### src/rtl/srt_digit_gen.sv
// Radix-2 SRT quotient digit generator.
// Produces 16 signed quotient digits {-1,0,+1}, MSB first, for x/d with
// x < d and d normalized, feeding a downstream on-the-fly converter.
module srt_digit_gen (
    input  logic        clk,
    input  logic        reset,
    input  logic        start,
    input  logic [15:0] dividend,
    input  logic [15:0] divisor,
    output logic        busy,
    output logic        conv_clr,
    output logic        valid,
    output logic [1:0]  digit,
    output logic        done,
    output logic        err
);

    localparam int DATA_W = 16;
    localparam int RES_W  = DATA_W + 3;
    localparam logic [3:0] LAST_DIGIT = 4'd15;
    localparam logic signed [RES_W-1:0] HALF = 19'sh08000;

    localparam logic [1:0] Q_POS  = 2'b10;
    localparam logic [1:0] Q_NEG  = 2'b01;
    localparam logic [1:0] Q_ZERO = 2'b00;

    typedef enum logic [1:0] {
        S_IDLE  = 2'd0,
        S_CHECK = 2'd1,
        S_ITER  = 2'd2,
        S_DONE  = 2'd3
    } state_t;

    state_t                   r_state;
    state_t                   w_state_nxt;
    logic signed [RES_W-1:0]  r_w;
    logic [DATA_W-1:0]        r_d;
    logic [3:0]               r_cnt;
    logic                     r_err;

    logic signed [RES_W-1:0]  w_t;
    logic [1:0]               w_q;
    logic signed [RES_W-1:0]  w_w_nxt;
    logic                     w_opnd_err;

    // Digit selection on the shifted residual: compare against +/- one half.
    function automatic logic [1:0] select_digit(input logic signed [RES_W-1:0] t);
        if (t >= HALF)
            return Q_POS;
        else if (t < -HALF)
            return Q_NEG;
        else
            return Q_ZERO;
    endfunction

    // Residual recurrence w' = 2w - q*d; |w| <= d keeps it inside 19 bits.
    function automatic logic signed [RES_W-1:0] residual_next(
        input logic signed [RES_W-1:0] t,
        input logic [1:0]              q,
        input logic [DATA_W-1:0]       d
    );
        logic signed [RES_W-1:0] dext;
        dext = $signed({3'b000, d});
        case (q)
            Q_POS:   return t - dext;
            Q_NEG:   return t + dext;
            default: return t;
        endcase
    endfunction

    assign w_t        = r_w <<< 1;
    assign w_q        = select_digit(w_t);
    assign w_w_nxt    = residual_next(w_t, w_q, r_d);
    // In CHECK the residual still holds the raw dividend in its low bits.
    assign w_opnd_err = ~r_d[DATA_W-1] | (r_w[DATA_W-1:0] >= r_d);

    // State register.
    always_ff @(posedge clk or posedge reset) begin
        if (reset)
            r_state <= S_IDLE;
        else
            r_state <= w_state_nxt;
    end

    // Next-state logic for IDLE -> CHECK -> ITER -> DONE -> IDLE.
    always_comb begin
        w_state_nxt = r_state;
        case (r_state)
            S_IDLE:  if (start) w_state_nxt = S_CHECK;
            S_CHECK: w_state_nxt = w_opnd_err ? S_DONE : S_ITER;
            S_ITER:  if (r_cnt == LAST_DIGIT) w_state_nxt = S_DONE;
            S_DONE:  w_state_nxt = S_IDLE;
            default: w_state_nxt = S_IDLE;
        endcase
    end

    // Operand capture, residual iteration, digit counter and sticky error.
    always_ff @(posedge clk or posedge reset) begin
        if (reset) begin
            r_w   <= '0;
            r_d   <= '0;
            r_cnt <= '0;
            r_err <= 1'b0;
        end else begin
            case (r_state)
                S_IDLE: begin
                    if (start) begin
                        r_w   <= $signed({3'b000, dividend});
                        r_d   <= divisor;
                        r_err <= 1'b0;
                    end
                end
                S_CHECK: begin
                    r_cnt <= '0;
                    if (w_opnd_err)
                        r_err <= 1'b1;
                end
                S_ITER: begin
                    r_w   <= w_w_nxt;
                    r_cnt <= r_cnt + 4'd1;
                end
                default: ;
            endcase
        end
    end

    // Moore outputs decoded from the state; digits only qualified in ITER.
    always_comb begin
        busy     = (r_state != S_IDLE);
        conv_clr = (r_state == S_CHECK);
        valid    = (r_state == S_ITER);
        digit    = (r_state == S_ITER) ? w_q : Q_ZERO;
        done     = (r_state == S_DONE);
        err      = r_err;
    end

endmodule

### config.mk
export PLATFORM = sky130hd
export DESIGN_NAME = srt_digit_gen
export DESIGN_NICKNAME = d
export VERILOG_FILES = /design/src/rtl/srt_digit_gen.sv
export SDC_FILE = /design/constraint.sdc
export NUM_CORES = 1
export LEC_CHECK = 0
export BUFFER_PORTS_ARGS = -buffer_cell sky130_fd_sc_hd__buf_4
export CAP_MARGIN = 20
export CORE_MARGIN = 2
export CORE_UTILIZATION = 55
export CTS_BUF_LIST = sky130_fd_sc_hd__clkbuf_4 sky130_fd_sc_hd__clkbuf_8
export DETAILED_ROUTE_END_ITERATION = 7
export HOLD_SLACK_MARGIN = 0.02
export PLACE_DENSITY = 0.86
export SKIP_CTS_REPAIR_TIMING = 1
export SLEW_MARGIN = 20
export SYNTH_ARGS = -nofsm -noshare
export SYNTH_HDL_FRONTEND = slang
export SYNTH_SLANG_ARGS = --single-unit
### constraint.sdc
create_clock -name clk -period 3 [get_ports clk]
set_input_delay 0.45 -clock clk [delete_from_list [all_inputs] [get_ports clk]]
set_output_delay 0.45 -clock clk [all_outputs]
set_load 0.01 [all_outputs]
---- Word-level counts from Yosys, hierarchy flattened ----
Cells that the tools add are included.
operators by class
  mux-type cells .......................... 14
  $add $sub $neg .......................... 3
  reduce and logical (&&, ||, !) cells .... 9
  equality and inequality tests ........... 9
  order comparisons ....................... 3
  bitwise operators ....................... 2
operators by type and width
  cell                    number
  $pmux W18 S2            2
  $ge A19 B17 Y1 const B  1
  $lt A19 B16 Y1 const B  1
  $add A18 B17 Y18        1
  $mux W18                1
  $sub A18 B17 Y18        1
  $ge A16 B16 Y1          1
  $mux W2                 4
  $pmux W2 S4             1
  $pmux W4 S2             1
  $reduce_bool A2 Y1      4
  $eq A2 B2 Y1 const B    3
  $reduce_and A2 Y1       3
  $add A4 B1 Y4 const B   1
  $eq A2 B1 Y1 const B    2
  $eq A4 B4 Y1 const B    1
  $mux W1                 4
  $ne A2 B1 Y1 const B    2
  $reduce_and A3 Y1       1
  $logic_not A2 Y1        1
  $ne A2 B2 Y1 const B    1
  $pmux W1 S2             1
  $not A1 Y1              1
  $or A1 B1 Y1            1
word-level totals
  register bits after elaboration ......... 41
  output and inout bits ................... 7
  logic and storage cells ................. 45

---- Depth between registers and ports, before layout ----
Gate-level depths: netlist of the first run.
  word-level depth ........................ 6
  depth in mapped cells ................... 11

---- Worst setup path before layout of the first run ----
No wires, ideal clock.
  path kind ............................... reg2reg
  start ................................... reg r_w[0]
  end ..................................... reg r_w[15]
  cell stages (with the launch flop) ...... 12
  library setup time ...................... 0.131 ns
  data arrival time ....................... 2.524 ns
  data required time ...................... 2.869 ns
  period minus slack after synthesis ...... 2.654 ns
  slack ................................... 0.346 ns
  cells stage by stage .................... dfrtp_1 ha_1 inv_1 fa_1 o21bai_1 a221oi_4 a211oi_1 o41a_1 mux2_1 a311o_1 nor2_1 a211oi_1
between the ends
  longest elaborated chain between the ends .. 6
  elaborated cells on any way between the ends .. 10
  classes of those cells .................. 2 x add/sub; 2 x order compare; 2 x eq/ne; 4 x mux
RTL lines
  what                                          RTL line  RTL
  from (decl)                                   36        logic signed [RES_W-1:0] r_w;
  from (signal assigned)                        108       r_w <= $signed({3'b000, dividend});
  from (signal assigned)                        119       r_w <= w_w_nxt;
  $lt A19 B16 Y1                                50        else if (t < -HALF)
  $mux W1                                       50
  $mux W2                                       48        if (t >= HALF)
  $eq A2 B1 Y1 or $eq A2 B2 Y1 (tied branches)  64        case (q)
  $pmux W18 S2 (*)                              64
  $pmux W18 S2 (*)                              105       case (r_state)
Mark *: on every way between the ends. The rest lies on a longest branch, timed or not.
A chain may end at the register's enable or synchronous reset.

---- Worst setup path in the final report of the first run ----
  start ................................... reg r_w[0]
  end ..................................... reg r_w[6]
Same word-level chain as after synthesis.

==> results of run 1 <==
-- state kept, by name, summed over array words and instances, names as in the netlist --
signal / cells
r_d: 16
err: 1
r_state: 2
r_cnt: 4
r_w: 18
-- cell type report --
| type | instances | area, um^2 |
|---|---|---|
| Timing Repair Buffer | 52 | 390 |
| Tap cell | 99 | 124 |
| Sequential cell | 41 | 1030 |
| Fill cell | 603 | 2580 |
| Clock inverter | 3 | 46.3 |
| Inverter | 43 | 161 |
| Clock buffer | 5 | 68.8 |
| Multi-Input combinational cell | 393 | 2850 |
-- through the flow --
step           setup slack [ns]  hold WS (ns)  cells
5_1_grt                  0.0138         0.335    636
2_1_floorplan             0.346         0.453    497
3_3_place_gp              0.222         0.476    628
4_1_cts                   0.131         0.294    636
6_report                  0.126         0.279    636
3_5_place_dp              0.173         0.490    628
-- worst paths after layout --
| check | depth (start not counted) | endpoint | slack, ns |
|---|---|---|---|
| setup / recovery | 9 | r_w[6] | 0.13 |
| min in group clk | 2 | r_d[0] | 0.37 |
| hold / removal | 3 | r_w[3] | 0.28 |
| max in group asynchronous | 3 | r_state[0] | 2.33 |
| hold reg to reg | 1 | r_cnt[3] | 0.51 |
| setup reg to reg | 9 | r_w[6] | 0.13 |
-- logic make-up (layout without fill, tap and decap cells) --
group	count (synthesis)	in the layout	synth area share (%)
flip-flops	41	41	25.0
buffers and inverters	63	103	5.91
XOR/XNOR	6	6	1.28
adder cells (fa/ha/maj)	54	54	16.8
AND/OR/NAND/NOR	148	148	17.1
AO/OA/AOI/OAI	166	166	28.7
multiplexers	19	19	5.27
-- worst reg2reg max path, stage by stage (launching register included) --
cell	delay, ns
dfrtp_1	0.40
buf_4	0.16
fa_1	0.49
a211oi_2	0.26
o21ai_1	0.14
a21oi_1	0.28
nor2_1	0.08
a211o_1	0.27
a221oi_1	0.53
a21oi_1	0.14
-- metal layers --
metal	vias to the layer above	part of all wire (%)
li1	1927	-
met1	1913	43
met2	243	44
met3	50	9.0
met4	0	4.0
met5	-	0
-- placed cells by master (no fill, tap or decap), types with 3 or more instances in the layout --
master	count
ha_1	52
buf_4	52
nand2_1	42
dfrtp_1	41
inv_1	40
nor2_1	38
o21ai_0	31
a21oi_1	27
mux2_2	16
nand3_1	12
a21o_1	12
a31oi_1	11
nand2b_1	10
a211oi_1	10
nor3_1	9
and3_1	8
o22ai_1	7
a221oi_1	7
o211ai_1	6
xnor2_1	6
nor2b_1	6
nor4_1	6
a221o_1	5
clkbuf_8	5
o31ai_1	4
o21bai_1	4
a211o_1	3
o21a_1	3
or2_2	3
o221ai_1	3
o2111ai_1	3
and2_1	3
nand4_1	3
==> impl_metrics.env, run 1 <==
export IMPL_path_common_cell="a21oi_1"
export IMPL_layout_nets=625
export IMPL_crit_required_ns=3.18
export IMPL_yosysMostFrequentCell="ha_1"
export IMPL_design_area_um2=4670
export IMPL_worstSetupStartpointType="flop"
export IMPL_dr_first_iter_drc_count=530
export IMPL_cp_max_fo=5
export IMPL_use_met2_pct=43.4
export IMPL_hpwl_um=8620
export IMPL_globalplace_congestion=0.954
export IMPL_synth_edf_count=0
export IMPL_vias=4133
export IMPL_clkTransAtPathRegs_ns=0.10
export IMPL_synth_commonest_cells="ha_1, nand2_1, dfrtp_1"
export IMPL_numCtsBuffers=5
export IMPL_r2r_start="r_w[0]"
export IMPL_hold_path_class="input port to asynchronous set/reset pin"
export IMPL_coreArea_um2=7250
export IMPL_maxCapViolations=0
export IMPL_async_reset_ff_share_pct=100
export IMPL_io_pins=42
export IMPL_antenna_found_initial=0
export IMPL_cts_tree="yes"
export IMPL_met1_usage_pct=39.6
export IMPL_period_needed_ns=2.87
export IMPL_max_stage_delay_ns=0.53
export IMPL_skew_ns=0.0149
export IMPL_ys_seq_area_share_pct=25.0
export IMPL_synth_cell_types=66
export IMPL_avgSynthCellArea_um2=8.27
export IMPL_clk_latency_ns=0.31
export IMPL_cts_sinks=41
export IMPL_area_delta_synth_final_pct=13.7
export IMPL_cp_end_kind="flop"
export IMPL_dr_pass1_iters=5
export IMPL_antenna_left=0
export IMPL_dieArea_um2=8180
export IMPL_setup_tns_ns=0
export IMPL_start_util_pct=56.6
export IMPL_grt_use_met3_pct=4.51
export IMPL_crit_chain="buf_4 > fa_1 > a211oi_2 > o21ai_1 > a21oi_1 > nor2_1 > a211o_1 > a221oi_1 > a21oi_1"
export IMPL_clk_path_buf_depth=2
export IMPL_setup_viol=0
export IMPL_yosys_area_top_type_share_pct=25.0
export IMPL_worst_pin_slew_ns=0.751
export IMPL_synthTopCellsByArea="dfrtp_1, ha_1, mux2_2"
export IMPL_wl_um=11700
export IMPL_place_area_um2=4540
export IMPL_drc=0
export IMPL_synth_seq_cells=41
export IMPL_synth_nets=586
export IMPL_worstSetupPathType="flop to flop"
export IMPL_max_freq_ghz=0.348
export IMPL_gr_usage_all_layers_pct=28.5
export IMPL_die_x_um=90.4
export IMPL_cts_root_buf="clkbuf_8"
export IMPL_row_count=31
export IMPL_globalRouteOverflowTotal=0
export IMPL_hold_viol_final=0
export IMPL_synth_area_um2=4110
export IMPL_vias_per_cell=6.50
export IMPL_antenna_cells=0
export IMPL_io_buffers=41
export IMPL_cpLargestDelayFamily="compound AO/OA/AOI/OAI gates"
export IMPL_drive_above_1_share_pct=17.3
export IMPL_ys_warn_count=0
export IMPL_grt_first_pass_wirelength_um=19200
export IMPL_yosys_area_top_type="dfrtp_1"
export IMPL_wire_per_inst_um=18.4
export IMPL_syn_inst=497
export IMPL_top_usage_layer="met2"
export IMPL_slowest_stage="a221oi_1"
export IMPL_die_y_um=90.4
export IMPL_arrival_ns=3.06
export IMPL_final_max_slew_viol_count=0
export IMPL_finalCoreUtilization_pct=64.4
export IMPL_grt_max_degree=42
export IMPL_rsz0062_at_grt="false"
export IMPL_fin_crit_sh_pct=95.8
export IMPL_grt_pass1_vias=3963
export IMPL_crit_buf_inv=1
export IMPL_status="complete, no violations"
export IMPL_max_slew_margin_pct=49.9
export IMPL_worstSetupStartpoint="r_w[0]"
export IMPL_ys_flop_type="dfrtp_1"
export IMPL_h_tree_depth=2
Power of run 1 is not shown: default switching activity piles up to over one toggle a cycle in this logic, so the estimate is an artifact.
==> run 2, diff against run 1 <==
Settings changed: CAP_MARGIN 20 to 15, CORE_UTILIZATION 55 to 38, CTS_BUF_LIST sky130_fd_sc_hd__clkbuf_4 sky130_fd_sc_hd__clkbuf_8 to sky130_fd_sc_hd__clkbuf_4 sky130_fd_sc_hd__clkbuf_8 sky130_fd_sc_hd__clkbuf_16, PLACE_DENSITY 0.86 to 0.66.
==> run 2 against run 1 <==
  * Die area grew 43%
  * Final area is 1.6% higher
  * Clock-buffer cell count up 1
  * Core utilization shrank 19 points
  * Sequential share of layout area shrank 0.34 points
  * Hold slack worse by 0.049 ns
==> impl_metrics.env, run 2 (synthesis results as in run 1) <==
export IMPL_status="complete, no violations"
export IMPL_numCtsBuffers=5
export IMPL_cpLargestDelayFamily="compound AO/OA/AOI/OAI gates"
export IMPL_clkTransAtPathRegs_ns=0.09
export IMPL_coreArea_um2=10400
export IMPL_cts_root_buf="clkbuf_8"
export IMPL_wire_per_inst_um=17.5
export IMPL_clk_latency_ns=0.31
export IMPL_dieArea_um2=11700
export IMPL_clk_path_buf_depth=2
export IMPL_gr_usage_all_layers_pct=21.3
export IMPL_arrival_ns=3.00
export IMPL_cts_sinks=41
export IMPL_crit_chain="buf_4 > fa_1 > a211oi_1 > o21ai_1 > o211a_1 > o211ai_1 > buf_4 > o21a_1 > o311a_1 > o21ai_0 > a22oi_1"
export IMPL_hold_path_class="input port to asynchronous set/reset pin"
export IMPL_path_common_cell="buf_4"
export IMPL_wl_um=11900
export IMPL_largest_register_ffs=18
export IMPL_layout_nets=630
export IMPL_start_util_pct=39.4
export IMPL_vias_per_cell=5.90
export IMPL_die_y_um=108
export IMPL_setup_tns_ns=0
export IMPL_globalplace_congestion=0.910
export IMPL_grt_pass1_vias=3932
export IMPL_worst_pin_slew_ns=0.649
export IMPL_row_count=37
export IMPL_grt_first_pass_wirelength_um=19600
export IMPL_final_max_slew_viol_count=0
export IMPL_cp_max_fo=5
export IMPL_fin_crit_sh_pct=92.7
export IMPL_globalRouteOverflowTotal=0
export IMPL_cts_tree="yes"
export IMPL_hpwl_um=9230
export IMPL_maxCapViolations=0
export IMPL_io_pins=42
export IMPL_reg_top3="r_w: 18 flops, r_d: 16 flops, r_cnt: 4 flops"
export IMPL_max_freq_ghz=0.360
export IMPL_antenna_cells=0
export IMPL_dr_first_iter_drc_count=233
export IMPL_h_tree_depth=2
export IMPL_drc=0
export IMPL_crit_required_ns=3.22
export IMPL_regMostFlops="r_w"
export IMPL_crit_buf_inv=2
export IMPL_n_fill_cell=1044
export IMPL_grt_max_degree=30
export IMPL_skew_ns=0.00789
export IMPL_max_slew_margin_pct=56.6
export IMPL_dr_pass1_iters=5
export IMPL_die_x_um=108
export IMPL_max_stage_delay_ns=0.47
export IMPL_reg2reg_depth=11
export IMPL_slowest_stage="fa_1"
export IMPL_io_buffers=41
export IMPL_final_cell_mix="buf_4, ha_1, nand2_1, dfrtp_1, nor2_1"
export IMPL_vias=4002
export IMPL_hold_viol_final=0
export IMPL_final_common_cell="buf_4"
export IMPL_antenna_found_initial=0
export IMPL_worstSetupStartpointType="flop"
export IMPL_cp_depth=11
export IMPL_cp_end_kind="flop"
export IMPL_setup_viol=0
export IMPL_area_delta_synth_final_pct=15.5
export IMPL_worstSetupPathType="flop to flop"
export IMPL_drive_above_1_share_pct=17.7
export IMPL_antenna_left=0
export IMPL_rsz0062_at_grt="false"
export IMPL_period_needed_ns=2.78
## run 2: cell types whose count changed in the layout (fill, tap and decap cells not counted), sizes merged
cell      delta
clkinvlp     -1
clkbuf       +1
buf          +5
## run 2: through the flow
step / utilization (%) / setup WS, ns / area (um^2) / std cells / hold WS, ns
2_1_floorplan: - / 0.346 / 4110 / 497 / 0.453
3_3_place_gp: 44.3 / 0.209 / 4620 / 669 / 0.474
3_5_place_dp: 44.3 / 0.151 / 4620 / 669 / 0.494
4_1_cts: 45.4 / 0.116 / 4730 / 677 / 0.322
5_1_grt: 45.5 / 0.0200 / 4740 / 678 / 0.296
6_report: 45.5 / 0.220 / 4740 / 678 / 0.231
## run 2: path summary, 6_finish.rpt
kind / start / to / slack (ns)
hold reg to reg: r_cnt[3] / r_cnt[3] / 0.51
setup reg to reg: r_w[0] / r_w[16] / 0.22
hold / removal: reset / r_w[17] / 0.23
min in group clk: divisor[14] / r_d[14] / 0.37
max in group asynchronous: reset / r_state[1] / 2.11
setup / recovery: r_w[0] / r_w[16] / 0.22
## run 2: cell type report
type	instances	area [um^2]	share of cell area (%)
inverters	43	161	3.40
well taps	136	170	3.59
clock inverters	2	38.8	0.818
clock buffers	6	76.3	1.61
repair buffers	57	428	9.02
multi-input cells	393	2840	59.9
flip-flops and latches	41	1030	21.6
## run 2: metal layers
layer	GRT usage, %	vias to the layer above	wire [um]
li1	-	1922	-
met1	29.5	1950	5610
met2	35.2	111	5500
met3	2.17	19	563
met4	6.04	0	225
met5	0	-	0
Power of run 2 is left out for the same reason.
==> run 3, diff against run 2 <==
Settings changed: SETUP_SLACK_MARGIN from default to 0.4.
==> run 3 against run 2 <==
  * Flip-flop and latch count unchanged
  * Register-to-register slack better by 0.02 ns
  * Final area up 5.6%
  * Clock-buffer cell count up 1
  * Core utilization up 2.5 points
  * Maximum frequency up 0.61%
  * Die area unchanged
  * Clock skew up 0.0047 ns
  * Non-clock buffer count up 8
==> impl_metrics.env, run 3 (synthesis results as in run 1) <==
export IMPL_skew_ns=0.0126
export IMPL_maxCapViolations=0
export IMPL_cts_tree="yes"
export IMPL_antenna_cells=0
export IMPL_max_freq_ghz=0.362
export IMPL_clk_latency_ns=0.32
export IMPL_hold_path_class="input port to asynchronous set/reset pin"
export IMPL_start_util_pct=39.4
export IMPL_clk_path_buf_depth=2
export IMPL_dieArea_um2=11700
export IMPL_globalplace_congestion=0.877
export IMPL_antenna_found_initial=0
export IMPL_grt_pass1_vias=3945
export IMPL_crit_chain="ha_4 > inv_2 > fa_2 > o21bai_4 > a221oi_4 > a211oi_2 > o41a_1 > a221o_1 > mux2_4 > nand3_2 > o2111ai_2"
export IMPL_status="complete, no violations"
export IMPL_r2r_start="r_w[0]"
export IMPL_clkTransAtPathRegs_ns=0.09
export IMPL_h_tree_depth=2
export IMPL_numCtsBuffers=5
export IMPL_cts_sinks=41
export IMPL_vias_per_cell=6.00
export IMPL_reg_top3="r_w: 18 flops, r_d: 16 flops, r_cnt: 4 flops"
export IMPL_worst_pin_slew_ns=0.567
export IMPL_row_count=37
export IMPL_rsz0062_at_grt="true"
export IMPL_fin_crit_sh_pct=92.1
export IMPL_vias=4115
export IMPL_arrival_ns=2.96
export IMPL_globalRouteOverflowTotal=0
export IMPL_max_stage_delay_ns=0.45
export IMPL_wl_um=12400
export IMPL_cp_max_fo=4
export IMPL_cp_end_kind="flop"
export IMPL_antenna_left=0
export IMPL_die_y_um=108
export IMPL_grt_first_pass_wirelength_um=20000
export IMPL_grt_max_degree=42
export IMPL_max_slew_margin_pct=62.2
export IMPL_gr_usage_all_layers_pct=21.8
export IMPL_largest_register_ffs=18
export IMPL_regMostFlops="r_w"
export IMPL_io_pins=42
export IMPL_setup_viol=0
export IMPL_worstSetupStartpointType="flop"
export IMPL_io_buffers=41
export IMPL_final_cell_mix="buf_4, nand2_1, ha_1, dfrtp_1, nor2_1"
export IMPL_area_delta_synth_final_pct=21.9
export IMPL_die_x_um=108
export IMPL_slowest_stage="dfrtp_2"
export IMPL_layout_nets=638
export IMPL_crit_required_ns=3.19
export IMPL_timing_hold_ws_ns=0.278
export IMPL_coreArea_um2=10400
export IMPL_drive_above_1_share_pct=25.8
export IMPL_cts_root_buf="clkbuf_8"
export IMPL_worstSetupStartpoint="r_w[0]"
export IMPL_hold_viol_final=0
export IMPL_dr_pass1_iters=5
export IMPL_period_needed_ns=2.76
export IMPL_setup_tns_ns=0
export IMPL_final_max_slew_viol_count=0
export IMPL_dr_first_iter_drc_count=370
export IMPL_wire_per_inst_um=18.1
export IMPL_hpwl_um=9180
export IMPL_worstSetupPathType="flop to flop"
export IMPL_drc=0
export IMPL_final_common_cell="buf_4"
run 3: cell count changes in the layout (fill, tap and decap cells not counted), moves of 4 or more:
cell	before	now
ha_1	52	42
ha_2	0	6
o21ai_1	2	6
buf_4	57	65
a211oi_1	11	6
a211oi_2	1	6
ha_4	0	4
o21ai_0	31	26
run 3: final cells by class:
cell class,instances,area [um^2]
multi-input combinational,393,3040
clock inverter,1,30.0
fill,1016,5410
inverter,43,165
sequential,41,1030
tap,136,170
clock buffer,7,90.1
timing repair buffer,65,488
run 3: worst paths after layout:
kind                                 end  slack [ns]  cells after the start
worst max register to register   r_w[17]        0.24                     11
min in group clk                  r_d[5]        0.36                      2
max in group asynchronous         r_w[1]        2.32                      3
worst max-delay path             r_w[17]        0.24                     11
worst min register to register  r_cnt[3]        0.49                      1
worst min-delay path              r_w[3]        0.28                      3
run 3: worst max-delay path: cells and delay by family, from the launching register on:
| kind | cells | cell delay (ns) |
|---|---|---|
| AO/OA/AOI/OAI | 6 | 1.34 |
| adder cells (fa/ha/maj) | 2 | 0.41 |
| buffers and inverters | 1 | 0.05 |
| flip-flops | 1 | 0.45 |
| multiplexers | 1 | 0.30 |
| AND/OR/NAND/NOR | 1 | 0.07 |
run 3: routing by layer:
layer	vias to the layer above	part of all wire [%]	GRT usage, %
li1	1946	-	-
met1	1987	46	30.8
met5	-	0	0
met2	154	46	34.5
met3	28	5.2	2.17
met4	0	2.4	7.97
run 3: per-stage QoR:
step | worst slack (ns) | util (%) | instance area [um^2] | std cells
floorplan | 0.415 | - | 4110 | 497
global placement | 0.167 | 44.3 | 4610 | 668
detailed placement | 0.137 | 44.3 | 4610 | 668
CTS | 0.111 | 45.5 | 4730 | 676
global route | 0.148 | 48.1 | 5010 | 686
finish | 0.237 | 48.1 | 5010 | 686
Power of run 3 is left out for the same reason.
